**config.mk**
```make
export PLATFORM = sky130hd
export DESIGN_NAME = fetch_stage
export DESIGN_NICKNAME = d
export VERILOG_FILES = /design/src/rtl/fetch_stage.sv
export SDC_FILE = /design/constraint.sdc
export NUM_CORES = 1
export LEC_CHECK = 0
export BUFFER_PORTS_ARGS = -buffer_cell sky130_fd_sc_hd__clkbuf_2
export CAP_MARGIN = 10
export CORE_UTILIZATION = 54
export CTS_CLUSTER_DIAMETER = 100
export CTS_CLUSTER_SIZE = 16
export DETAILED_ROUTE_END_ITERATION = 16
export PLACE_DENSITY = 0.95
export SLEW_MARGIN = 30
export SYNTH_ARGS = -nofsm -noshare
export SYNTH_HDL_FRONTEND = slang
export SYNTH_SLANG_ARGS = --single-unit
```
**constraint.sdc**
```tcl
create_clock -name clock -period 9.05 [get_ports clock]
set_input_delay 1.81 -clock clock [delete_from_list [all_inputs] [get_ports clock]]
set_output_delay 1.81 -clock clock [all_outputs]
set_load 0.02 [all_outputs]
```
**src/rtl/fetch_stage.sv**
```systemverilog
// rtl/fetch_stage.sv - Y86 fetch stage: PC register, instruction split/decode, next-PC prediction.
// Optional backward-taken/forward-not-taken prediction for conditional jumps: FETCH_BTFN_EN.
module fetch_stage #(
  parameter logic [31:0] RESET_PC     = 32'h0,
  parameter logic [3:0]  BUBBLE_ICODE = 4'h1
) (
  input  logic        clock,
  input  logic        reset,
  output logic [31:0] imem_addr,
  input  logic [47:0] imem_data,
  input  logic        imem_rdy,
  input  logic        stall,
  input  logic        mispredict,
  input  logic [31:0] redirect_pc,
  input  logic        ret_valid,
  input  logic [31:0] ret_addr,
  output logic [3:0]  f_icode,
  output logic [3:0]  f_ifun,
  output logic [3:0]  f_rA,
  output logic [3:0]  f_rB,
  output logic [31:0] f_valC,
  output logic [31:0] f_valP,
  output logic        f_pred,
  output logic        f_valid,
  output logic        f_err
);

  typedef enum logic [1:0] {S_RUN, S_RET_WAIT, S_HALTED} state_t;

  state_t      state, state_n;
  logic [31:0] pc, pc_n;

  logic [3:0]  d_icode, d_ifun, d_ra, d_rb;
  logic [31:0] d_valc, d_valp, pred_pc;
  logic [2:0]  d_len;
  logic        cond_jmp, taken_cond, d_pred;

  logic [3:0]  n_icode, n_ifun, n_ra, n_rb;
  logic [31:0] n_valc, n_valp;
  logic        n_pred, n_valid, n_err, bubble;

  assign imem_addr = pc;

  always_comb begin
    d_icode = imem_data[7:4];
    d_ifun  = imem_data[3:0];
    d_ra    = 4'hF;
    d_rb    = 4'hF;
    d_valc  = 32'h0;
    d_len   = 3'd1;
    case (d_icode)
      4'h2, 4'h6, 4'hA, 4'hB: begin
        d_len = 3'd2;
        d_ra  = imem_data[15:12];
        d_rb  = imem_data[11:8];
      end
      4'h3, 4'h4, 4'h5: begin
        d_len  = 3'd6;
        d_ra   = imem_data[15:12];
        d_rb   = imem_data[11:8];
        d_valc = imem_data[47:16];
      end
      4'h7, 4'h8: begin
        d_len  = 3'd5;
        d_valc = imem_data[39:8];
      end
      default: d_len = 3'd1;
    endcase
    d_valp   = pc + {29'd0, d_len};
    cond_jmp = (d_icode == 4'h7) && (d_ifun != 4'h0);
`ifdef FETCH_BTFN_EN
    taken_cond = d_valc < pc;
`else
    taken_cond = 1'b1;
`endif
    d_pred = cond_jmp && taken_cond;
    case (d_icode)
      4'h7:    pred_pc = (cond_jmp && !taken_cond) ? d_valp : d_valc;
      4'h8:    pred_pc = d_valc;
      4'h9:    pred_pc = pc;
      default: pred_pc = d_valp;
    endcase
  end

  // Defaults hold everything; only the taken branch of the priority chain changes state.
  always_comb begin
    pc_n    = pc;
    state_n = state;
    n_icode = f_icode;
    n_ifun  = f_ifun;
    n_ra    = f_rA;
    n_rb    = f_rB;
    n_valc  = f_valC;
    n_valp  = f_valP;
    n_pred  = f_pred;
    n_valid = f_valid;
    n_err   = f_err;
    bubble  = 1'b0;
    if (mispredict) begin
      pc_n    = redirect_pc;
      state_n = S_RUN;
      bubble  = 1'b1;
    end else if (stall) begin
      if (state == S_RET_WAIT && ret_valid) begin
        pc_n    = ret_addr;
        state_n = S_RUN;
      end
    end else begin
      case (state)
        S_RUN: begin
          if (imem_rdy) begin
            n_icode = d_icode;
            n_ifun  = d_ifun;
            n_ra    = d_ra;
            n_rb    = d_rb;
            n_valc  = d_valc;
            n_valp  = d_valp;
            n_pred  = d_pred;
            n_valid = 1'b1;
            pc_n    = pred_pc;
            if (d_icode == 4'h9) state_n = S_RET_WAIT;
            else if (d_icode == 4'h0) state_n = S_HALTED;
            else if (d_icode > 4'hB) begin
              n_err   = 1'b1;
              state_n = S_HALTED;
            end
          end else begin
            bubble = 1'b1;
          end
        end
        S_RET_WAIT: begin
          bubble = 1'b1;
          if (ret_valid) begin
            pc_n    = ret_addr;
            state_n = S_RUN;
          end
        end
        default: begin
          bubble  = 1'b1;
          state_n = S_HALTED;
        end
      endcase
    end
    if (bubble) begin
      n_icode = BUBBLE_ICODE;
      n_ifun  = 4'h0;
      n_ra    = 4'hF;
      n_rb    = 4'hF;
      n_valc  = 32'h0;
      n_valp  = 32'h0;
      n_pred  = 1'b0;
      n_valid = 1'b0;
    end
  end

  always_ff @(posedge clock) begin
    if (reset) begin
      pc      <= RESET_PC;
      state   <= S_RUN;
      f_icode <= BUBBLE_ICODE;
      f_ifun  <= 4'h0;
      f_rA    <= 4'hF;
      f_rB    <= 4'hF;
      f_valC  <= 32'h0;
      f_valP  <= 32'h0;
      f_pred  <= 1'b0;
      f_valid <= 1'b0;
      f_err   <= 1'b0;
    end else begin
      pc      <= pc_n;
      state   <= state_n;
      f_icode <= n_icode;
      f_ifun  <= n_ifun;
      f_rA    <= n_ra;
      f_rB    <= n_rb;
      f_valC  <= n_valc;
      f_valP  <= n_valp;
      f_pred  <= n_pred;
      f_valid <= n_valid;
      f_err   <= n_err;
    end
  end

endmodule

```
==> impl_metrics.json <==
{
  "outcome": "completed",
  "place_congestion": 0.924,
  "io_pins": 233,
  "insertion_delay_ns": 0.42,
  "vias_per_cell": 6.63,
  "row_count": 38,
  "path_class": "in -> reg",
  "clockPowerShare": 0.462,
  "final_nets": 1124,
  "drt.antenna.violating_nets": 0,
  "syn2layout_area_growth_pct": 28.2,
  "dpl_worst_slack_ns": 3.75,
  "rsz0062_at_grt": "no",
  "grt_max_degree": 62,
  "irDropWorstVdd_uv": 158,
  "r2r_end": "imem_addr[20]",
  "die_height_um": 110,
  "clkTransAtPathRegs_ns": 0.06,
  "setup_violations": 0,
  "fin_skew_ns": 0.0103,
  "crit_arrival_ns": 5.37,
  "slew_violations": 0,
  "setup_tns_ns": 0,
  "synth_cell_types": 61,
  "power.internal_mw": 1.03,
  "hpwlAfterDp_mm": 16.2,
  "first_global_vias": 6775,
  "ys_warn_count": 0,
  "cts_root_buf": "clkbuf_16",
  "drt-total-wl_mm": 23.8,
  "ys_ff_latch": 117,
  "finalHoldViolCount": 0,
  "ys_seq_area_frac": 0.375,
  "finalNonFillerCells": 1155,
  "p_switching_uw": 458,
  "hold_start": "f_icode[2]",
  "synth_area_um2": 6250,
  "path_max_fanout": 38,
  "dieArea_um2": 12000,
  "min_period_ns": 5.03,
  "io_buffer_count": 232,
  "via_count": 7659,
  "postSynthAreaPerCell_um2": 7.70,
  "dieWidth_um": 110,
  "ys_async_sr_fraction": 0,
  "post_cts_buffers": 0,
  "seqCellArea_um2": 2340,
  "dp.cells": 1123,
  "syn_nets": 934,
  "drv_cap": 0,
  "crit_required_ns": 9.39,
  "pwr_density_cell_nw_per_um2": 186,
  "r2r_slack_ns": 6.07,
  "drive_gt1_frac": 0.289,
  "layout_common_cells": "232 x clkbuf_2, 117 x dfxtp_1, 96 x nor2_1",
  "grt_pass1_wl_mm": 35.8,
  "multi_input_area_um2": 3630,
  "drtPass1Iterations": 6,
  "fmax_mhz": 199,
  "start_util": 0.564,
  "netlist_instances": 812,
  "n_antenna_cell": 0,
  "antenna_found_initial": 1,
  "end_kind": "flop",
  "grt_overflow": 0,
  "min_period_over_period": 0.556,
  "holdPathStages": 2,
  "p_leak_nw": 3.31,
  "hold_buffers": 0,
  "hp-class": "reg -> reg",
  "pwr-share-comb": 0.160,
  "p_seq_frac": 0.378,
  "first_iter_violations": 1236,
  "r2r-start": "state[0]",
  "fin_ws_ns": 4.02,
  "worst_pin_slew_ns": 0.849,
  "core_area_um2": 11100,
  "hold_path_end": "f_icode[2]",
  "grt_use_total": 0.392,
  "final_common_cell": "clkbuf_2",
  "numClockSinks": 117,
  "cts_buffer_depth": 2,
  "nFillCells": 875,
  "slew_headroom": 0.431,
  "route.detailed.drc": 0,
  "cts_tree": "done",
  "synth-main-ff-cell": "dfxtp_1",
  "cts_made_buffers": 17,
  "synth_edf_count": 0,
  "power_switching_share": 0.308,
  "cts_resized": 0,
  "cts_htree_levels": 4,
  "wl_per_cell_um": 20.6,
  "reg2reg_depth": 7,
  "start_kind": "input pin"
}
==> cell families after synthesis <==
logic type / Yosys count / synth area share
simple gates: 322 / 0.248
compound gates: 256 / 0.269
flops: 117 / 0.375
buf+inv: 80 / 0.0522
xor+xnor: 29 / 0.0406
mux: 4 / 0.00660
fa+ha+maj: 4 / 0.00921
==> registers in the layout, summed over array words and instances (netlist names) <==
name and cells:
f_valC 32, f_icode 4, imem_addr 32, f_valP 32, state 2, f_err 1, f_ifun 4, f_rB 4
f_pred 1, f_rA 4, f_valid 1
==> metrics by stage <==
step                      hold WS (ns)  area (um^2)  total power [mW]  utilization
after global routing             0.481         8020              1.53        0.724
after floorplan                  0.530         6250             0.706            -
after global placement           0.442         7390             0.794        0.667
after detailed placement         0.449         7410             0.799        0.669
after CTS                        0.457         8000              1.47        0.722
final                            0.457         8020              1.49        0.724
==> synth_stat cells, types with 3 or more instances <==
master	count	area [um^2]
buf_2	12	60.1
a21oi_1	62	310
nand4_1	9	56.3
o21ai_0	62	310
o211ai_1	12	90.1
xor2_1	11	96.3
a2111oi_0	3	26.3
a211oi_1	23	173
a221oi_1	32	280
nand3_1	21	105
nand2_1	75	282
nand2b_1	12	75.1
nor2_1	97	364
ha_1	3	37.5
o22ai_1	8	50.1
o2111ai_1	3	26.3
mux2i_1	3	30.0
o21a_1	3	22.5
inv_1	10	37.5
a21o_1	3	22.5
clkbuf_1	52	195
or2_2	3	18.8
dfxtp_1	117	2340
a311oi_1	3	26.3
nor3_1	60	300
o32ai_1	4	35.0
and4_1	8	70.1
o2bb2ai_1	4	35.0
or3_1	4	25.0
o221ai_1	7	61.3
and3_1	13	81.3
nor4_1	5	31.3
xnor2_1	18	158
a31oi_1	14	87.6
buf_1	4	15.0
==> per-layer routing <==
metal,part of all wire,track usage
met1,0.37,0.504
met2,0.44,0.610
met3,0.13,0.0871
met4,0.060,0.214
met5,0.00059,0
==> power by group through the flow <==
stage | sequential (mW) | clock [mW] | combinational, mW
after floorplan | 0.585 | 0 | 0.121
after detailed placement | 0.571 | 0 | 0.227
after CTS | 0.561 | 0.681 | 0.231
after global placement | 0.571 | 0 | 0.223
after global routing | 0.564 | 0.711 | 0.253
final | 0.562 | 0.688 | 0.238
==> worst max-delay path: stages <==
cell and delay, ns:
clkbuf_2 0.18, or4b_1 0.63, and2_1 0.19, buf_4 0.25, nand2b_1 0.13, ha_1 0.27
a21oi_1 0.12, a21oi_1 0.53, nor4b_4 0.53, mux2i_1 0.13, a2111o_1 0.43, a21oi_2 0.14
==> how the worst max path moves through the flow <==
stage / slack [ns] / start / cells after the start / endpoint
global route: 3.79 / imem_data[6] / 12 / imem_addr[27]
CTS: 4.12 / imem_data[6] / 12 / imem_addr[27]
detailed placement: 3.75 / imem_data[6] / 12 / imem_addr[27]
floorplan: 4.17 / imem_data[5] / 13 / imem_addr[27]
global placement: 3.91 / imem_data[6] / 12 / imem_addr[27]
finish: 4.02 / imem_data[5] / 12 / imem_addr[27]
==> area by class of cell <==
type / count / area share
Clock inverter: 15 / 0.0206
Clock buffer: 17 / 0.0531
Tap cell: 140 / 0.0219
Sequential cell: 117 / 0.292
Timing Repair Buffer: 241 / 0.155
Inverter: 10 / 0.00468
Multi-Input combinational cell: 615 / 0.453
Note: power is estimated with default switching activity, not from simulation.
